[src/rtl/lcd_595_capture_if.sv]
// Serial display bus as emitted by a 74HC595 driver: data, shift clock, latch clock.
// The master drives all three lines; the capture block only observes them.
interface lcd_595_capture_if;
  logic DIO;
  logic SCLK;
  logic RCLK;

  modport master (output DIO, output SCLK, output RCLK);
  modport slave  (input  DIO, input  SCLK, input  RCLK);
endinterface

[src/rtl/lcd_595_capture.sv]
// Rebuilds 74HC595 frames (segment byte + select byte) and decodes them into digit registers.
// Latency SYNC_STAGES+2 sys_clk from raw RCLK rise to a pulse; passive observer, applies no backpressure.
module lcd_595_capture #(
  parameter int SYNC_STAGES = 2,
  parameter int TIMEOUT     = 4096
) (
  input  logic                sys_clk,
  input  logic                sys_rst,
  lcd_595_capture_if.slave    bus,
  output logic [7:0]          Num1,
  output logic [7:0]          Num2,
  output logic [7:0]          Num3,
  output logic [7:0]          Num4,
  output logic [3:0]          dp,
  output logic                frame_valid,
  output logic                frame_err,
  output logic [1:0]          err_code
);

  localparam int TW = $clog2(TIMEOUT + 1);

  typedef enum logic [1:0] {IDLE, SHIFT, LATCH} state_t;

  state_t                 state_q;
  logic [SYNC_STAGES-1:0] dio_sync_q, sclk_sync_q, rclk_sync_q;
  logic                   sclk_prev_q, rclk_prev_q;
  logic [15:0]            sr_q, sr_d;
  logic [4:0]             bcnt_q, bcnt_d;
  logic [TW-1:0]          to_cnt_q;
  logic [7:0]             num_q [4];
  logic [3:0]             dp_q;
  logic                   frame_valid_q, frame_err_q;
  logic [1:0]             err_code_q;

  logic                   dio_s, sclk_rise, rclk_rise;
  logic                   sel_ok;
  logic [1:0]             sel_idx;

  function automatic logic [7:0] seg_decode(input logic [6:0] s);
    case (s)
      7'h40:   return 8'd0;
      7'h79:   return 8'd1;
      7'h24:   return 8'd2;
      7'h30:   return 8'd3;
      7'h19:   return 8'd4;
      7'h12:   return 8'd5;
      7'h02:   return 8'd6;
      7'h78:   return 8'd7;
      7'h00:   return 8'd8;
      7'h10:   return 8'd9;
      7'h46:   return 8'd10;
      default: return 8'hFF;
    endcase
  endfunction

  assign dio_s     = dio_sync_q[SYNC_STAGES-1];
  assign sclk_rise = sclk_sync_q[SYNC_STAGES-1] & ~sclk_prev_q;
  assign rclk_rise = rclk_sync_q[SYNC_STAGES-1] & ~rclk_prev_q;

  // A coincident SCLK rise is folded in before any latch decision.
  always_comb begin
    sr_d   = sr_q;
    bcnt_d = bcnt_q;
    if (sclk_rise) begin
      sr_d = {sr_q[14:0], dio_s};
      if (bcnt_q != 5'd17) bcnt_d = bcnt_q + 5'd1;
    end
  end

  always_comb begin
    sel_ok  = 1'b1;
    sel_idx = 2'd0;
    case (sr_q[7:0])
      8'h01:   sel_idx = 2'd0;
      8'h02:   sel_idx = 2'd1;
      8'h04:   sel_idx = 2'd2;
      8'h08:   sel_idx = 2'd3;
      default: sel_ok  = 1'b0;
    endcase
  end

  always_ff @(posedge sys_clk) begin
    if (sys_rst) begin
      state_q       <= IDLE;
      dio_sync_q    <= '0;
      sclk_sync_q   <= '0;
      rclk_sync_q   <= '0;
      sclk_prev_q   <= 1'b0;
      rclk_prev_q   <= 1'b0;
      sr_q          <= '0;
      bcnt_q        <= '0;
      to_cnt_q      <= '0;
      for (int i = 0; i < 4; i++) num_q[i] <= 8'hFF;
      dp_q          <= '0;
      frame_valid_q <= 1'b0;
      frame_err_q   <= 1'b0;
      err_code_q    <= '0;
    end else begin
      dio_sync_q    <= {dio_sync_q[SYNC_STAGES-2:0], bus.DIO};
      sclk_sync_q   <= {sclk_sync_q[SYNC_STAGES-2:0], bus.SCLK};
      rclk_sync_q   <= {rclk_sync_q[SYNC_STAGES-2:0], bus.RCLK};
      sclk_prev_q   <= sclk_sync_q[SYNC_STAGES-1];
      rclk_prev_q   <= rclk_sync_q[SYNC_STAGES-1];
      frame_valid_q <= 1'b0;
      frame_err_q   <= 1'b0;
      err_code_q    <= '0;

      case (state_q)
        IDLE: begin
          if (rclk_rise) begin
            frame_err_q <= 1'b1;
            err_code_q  <= 2'd1;
          end else if (sclk_rise) begin
            sr_q     <= sr_d;
            bcnt_q   <= bcnt_d;
            to_cnt_q <= '0;
            state_q  <= SHIFT;
          end
        end

        SHIFT: begin
          sr_q   <= sr_d;
          bcnt_q <= bcnt_d;
          if (rclk_rise) begin
            state_q <= LATCH;
          end else if (sclk_rise) begin
            to_cnt_q <= '0;
          end else if (to_cnt_q == TW'(TIMEOUT)) begin
            frame_err_q <= 1'b1;
            err_code_q  <= 2'd3;
            bcnt_q      <= '0;
            to_cnt_q    <= '0;
            state_q     <= IDLE;
          end else begin
            to_cnt_q <= to_cnt_q + 1'b1;
          end
        end

        LATCH: begin
          if (bcnt_q != 5'd16) begin
            frame_err_q <= 1'b1;
            err_code_q  <= 2'd1;
          end else if (!sel_ok) begin
            frame_err_q <= 1'b1;
            err_code_q  <= 2'd2;
          end else begin
            num_q[sel_idx] <= seg_decode(sr_q[14:8]);
            dp_q[sel_idx]  <= ~sr_q[15];
            frame_valid_q  <= 1'b1;
          end
          // A shift clock arriving during the latch cycle starts the next frame.
          sr_q     <= sr_d;
          bcnt_q   <= sclk_rise ? 5'd1 : 5'd0;
          to_cnt_q <= '0;
          state_q  <= sclk_rise ? SHIFT : IDLE;
        end

        default: state_q <= IDLE;
      endcase
    end
  end

  assign Num1        = num_q[0];
  assign Num2        = num_q[1];
  assign Num3        = num_q[2];
  assign Num4        = num_q[3];
  assign dp          = dp_q;
  assign frame_valid = frame_valid_q;
  assign frame_err   = frame_err_q;
  assign err_code    = err_code_q;

endmodule

[src/flat_wrapper.sv]
// flat-port wrapper written by rule: the top's interface ports become plain ports
module lcd_595_capture_flat 
#(
  parameter int SYNC_STAGES = 2,
  parameter int TIMEOUT     = 4096
)
  (sys_clk, sys_rst, Num1, Num2, Num3, Num4, dp, frame_valid, frame_err, err_code, bus_DIO, bus_SCLK, bus_RCLK);
  lcd_595_capture_if bus_i ();
  input  logic sys_clk;
  input  logic sys_rst;
  output logic [7:0] Num1;
  output logic [7:0] Num2;
  output logic [7:0] Num3;
  output logic [7:0] Num4;
  output logic [3:0] dp;
  output logic frame_valid;
  output logic frame_err;
  output logic [1:0] err_code;
  input wire logic [$bits(bus_i.DIO)-1:0] bus_DIO;
  input wire logic [$bits(bus_i.SCLK)-1:0] bus_SCLK;
  input wire logic [$bits(bus_i.RCLK)-1:0] bus_RCLK;
  assign bus_i.DIO = bus_DIO;
  assign bus_i.SCLK = bus_SCLK;
  assign bus_i.RCLK = bus_RCLK;
  lcd_595_capture #(.SYNC_STAGES(SYNC_STAGES), .TIMEOUT(TIMEOUT)) u_core (.sys_clk(sys_clk), .sys_rst(sys_rst), .bus(bus_i), .Num1(Num1), .Num2(Num2), .Num3(Num3), .Num4(Num4), .dp(dp), .frame_valid(frame_valid), .frame_err(frame_err), .err_code(err_code));
endmodule
[config.mk]
export PLATFORM = sky130hd
export DESIGN_NAME = lcd_595_capture_flat
export DESIGN_NICKNAME = d
export VERILOG_FILES = /design/src/rtl/lcd_595_capture_if.sv /design/src/rtl/lcd_595_capture.sv /design/src/flat_wrapper.sv
export SDC_FILE = /design/constraint.sdc
export NUM_CORES = 1
export LEC_CHECK = 0
export CORE_ASPECT_RATIO = 0.7
export CORE_UTILIZATION = 35
export DETAILED_ROUTE_END_ITERATION = 7
export SYNTH_ARGS = -nofsm -noshare
export SYNTH_HDL_FRONTEND = slang
export SYNTH_SLANG_ARGS = --single-unit
[constraint.sdc]
create_clock -name sys_clk -period 6.1 [get_ports sys_clk]
set_clock_uncertainty 0.05 [all_clocks]
set_input_delay 1.22 -clock sys_clk [delete_from_list [all_inputs] [get_ports sys_clk]]
set_output_delay 1.22 -clock sys_clk [all_outputs]
set_load 0.05 [all_outputs]
==> impl_metrics.csv <==
group,metric,value,unit
hold_path,worstHoldPathType,"flop to flop",
detailed_routing,wl_per_cell,13.1,um
detailed_routing,final_antenna_net_count,0,
logic_synthesis,synth.net_count,371,
critical_path,crit_type,"flop to output port",
power_and_ir_drop,p_leak,0.00150,uW
floorplan,core,0.00933,mm^2
detailed_routing,top_layer,"met4",
clock_network,clock_path_buffers,2,
place,detailedPlace.worstSlack,3310,ps
critical_path,r2r_slack,3820,ps
global_route,antenna_found_initial,0,
place,placed_cell_area,0.00390,mm^2
timing,rsz0062_at_grt,"false",
power_and_ir_drop,finalPower,1120,uW
critical_path,path_cells,"clkdlybuf4s50_1",
layout,area_growth,21.5,%
critical_path,crit_path_top_delay_cell,"clkdlybuf4s50_1",
logic_synthesis,synth-async-reset-ratio,0,%
layout,nFillCells,867,
outcome,status,"completed",
clock_network,cts_tree,"yes",
logic_synthesis,synth_top_area_cell,"dfxtp_1",
floorplan,die_h,85.3,um
critical_path,cpPeakStageDelay,830,ps
timing,fin_crit,2820,ps
clock_network,hold_buffers,0,
global_route,grt_max_degree,49,
detailed_routing,viasPerCell,4.96,
logic_synthesis,synth_edf_count,20,
clock_network,cts_made_buffers,9,
clock_network,h-tree-depth,3,
critical_path,worstRegToRegCells,7,
timing,finalHoldViolations,0,
flow_run,maxCapViolCount,0,
detailed_routing,firstDrtPassIters,4,
critical_path,cp_max_fo,4,
timing,worst_pin_slew,880,ps
clock_network,worst_setup_hold_path_clk_slew,60,ps
timing,max_freq,354,MHz
logic_synthesis,syn_inst,357,
detailed_routing,vias,2543,
clock_network,cts_root_buffer,"clkbuf_16",
logic_synthesis,synth-seq-cells,72,
logic_synthesis,synth_seq_area_share,47.3,%
layout,drive_above_1_share,6.94,%
timing,slew_viol_final,0,
logic_synthesis,ys_top_cells_by_area,"dfxtp_1, edfxtp_1, mux2i_1",
floorplan,io_pins,45,
critical_path,critPathBufInv,1,
clock_network,cts.sinks,72,
critical_path,worstPathRequired,4830,ps
global_route,grt_util_all_layers,13.9,%
layout,antenna_cells,0,
logic_synthesis,yosys_warnings,0,
floorplan,dieArea,0.0103,mm^2
global_route,grt_overflow,0,
critical_path,cp_num_cells,1,
clock_network,post_cts_buffers,0,
place,io_buffers,44,
timing,slew-limit-headroom,40.8,%
detailed_routing,initialDrtViolationCount,156,
timing,setup_viol,0,
layout,final_area,0.00421,mm^2
global_route,grt_pass1_wl,11200,um
hold_path,min_path_cells,1,
timing,fin_ws,3280,ps
critical_path,crit_family,"buffers and inverters",
global_route,grt_pass1_vias,2267,
layout,fin_nets,398,
power_and_ir_drop,power.density,265,mW/mm^2
critical_path,cp-start-kind,"flop",
layout,multi_input_area,0.00161,mm^2
place,place_congestion,0.780,
clock_network,cts_resized,0,
logic_synthesis,synthFlopType,"dfxtp_1",
detailed_routing,drc,0,
logic_synthesis,syn_area_per_cell,9.72,um^2
logic_synthesis,synth.top_cell.area_share,30.0,%
logic_synthesis,syn_area,0.00347,mm^2
detailed_routing,wl_met1,3720,um
detailed_routing,dr_wl_met2,2560,um
logic_synthesis,synth_cell_types,61,
place,dp_cells,497,
detailed_routing,met3WireLength,329,um
detailed_routing,wl,6710,um
critical_path,worstSetupEndpointType,"output port",
critical_path,critPathArrivalTime,1550,ps
floorplan,rows,29,
layout,regArea,0.00164,mm^2
place,dpl.hpwl,4810,um
clock_network,clock_latency,330,ps
timing,tns,0,ps
power_and_ir_drop,peakVddDrop,0.135,mV
floorplan,chipWidth,121,um
layout,instances_no_fill,513,
floorplan,initial_core_util,37.2,%
timing,min_period_over_period,46.3,%
[per-stage QoR]
step,utilization (%),hold WS [ps]
finish,45.2,385
global route,45.2,411
CTS,45.2,389
detailed placement,41.8,377
global placement,41.8,371
floorplan,-,364
[metal layers]
layer / vias to the layer above / global-route usage [%]
li1: 1313 / -
met3: 10 / 3.70
met1: 1156 / 20.9
met5: - / 0
met4: 0 / 5.50
met2: 64 / 18.5
[power by group]
| group | leakage [uW] | internal, uW | total [uW] | switching [uW] |
|---|---|---|---|---|
| combinational | 0.000791 | 27.1 | 78.7 | 51.6 |
| sequential | 0.000556 | 497 | 502 | 5.02 |
| clock | 0.000152 | 342 | 534 | 192 |
[final timing paths]
| path | startpoint | endpoint |
|---|---|---|
| worst min-delay path | u_core.dio_sync_q[0]$_SDFF_PP0_ | u_core.dio_sync_q[1]$_SDFF_PP0_ |
| worst min register to register | u_core.dio_sync_q[0]$_SDFF_PP0_ | u_core.dio_sync_q[1]$_SDFF_PP0_ |
| worst max register to register | u_core.bcnt_q[0]$_SDFFE_PP0P_ | u_core.num_q[0][1]$_SDFFCE_PN1P_ |
| worst max-delay path | u_core.num_q[3][6]$_DFFE_PP_ | Num4[4] |
[layout make-up]
class                   count  share of cell area (%)
repair buffers             44                    10.3
inverters                  15                    1.34
flip-flops and latches     72                    39.0
well taps                 124                    3.68
clock buffers              12                    6.12
clock inverters             4                    1.25
multi-input cells         242                    38.3
[registers in the layout, indices dropped and copies added (netlist names)]
signal	count
u_core.bcnt_q	5
u_core.dio_sync_q	2
u_core.dp	4
u_core.err_code	2
u_core.frame_err	1
u_core.frame_valid	1
u_core.num_q	20
u_core.rclk_prev_q	1
u_core.rclk_sync_q	2
u_core.sclk_prev_q	1
u_core.sclk_sync_q	2
u_core.sr_q	16
u_core.state_q	2
u_core.to_cnt_q	13
[synth_stat cells, types with 3 or more instances]
| library cell | instances |
|---|---|
| or2_2 | 3 |
| a21o_1 | 3 |
| ha_1 | 9 |
| nand2_1 | 30 |
| o21ai_0 | 7 |
| edfxtp_1 | 20 |
| nand4_1 | 9 |
| nor2_1 | 41 |
| xor2_1 | 12 |
| dfxtp_1 | 52 |
| or3_1 | 3 |
| nor3_1 | 10 |
| nor4_1 | 3 |
| nand2b_1 | 7 |
| buf_2 | 5 |
| a211oi_1 | 3 |
| nand4b_1 | 3 |
| inv_1 | 15 |
| a21oi_1 | 11 |
| nand3_1 | 10 |
| buf_4 | 12 |
| clkbuf_1 | 11 |
| mux2i_1 | 17 |
| nor2b_1 | 10 |
[placed cells by master (no fill, tap or decap), types with 10 or more instances in the layout]
| cell type | count |
|---|---|
| a21oi_1 | 11 |
| clkbuf_16 | 10 |
| clkdlybuf4s50_1 | 43 |
| dfxtp_1 | 52 |
| edfxtp_1 | 20 |
| inv_1 | 15 |
| mux2i_1 | 17 |
| nand2_1 | 30 |
| nand3_1 | 10 |
| nor2_1 | 41 |
| nor2b_1 | 10 |
| nor3_1 | 10 |
| xor2_1 | 12 |
[cell families (layout without fill, tap and decap cells)]
family / after synthesis / count (layout) / synth area share, %
flip-flops: 72 / 72 / 47.3
XOR/XNOR: 14 / 14 / 3.54
adder cells (fa/ha/maj): 9 / 9 / 3.25
AND/OR/NAND/NOR: 150 / 150 / 23.7
multiplexers: 17 / 17 / 4.91
AO/OA/AOI/OAI: 52 / 52 / 11.1
buffers and inverters: 43 / 75 / 6.13
No activity file was read; power rests on OpenSTA's default activity.
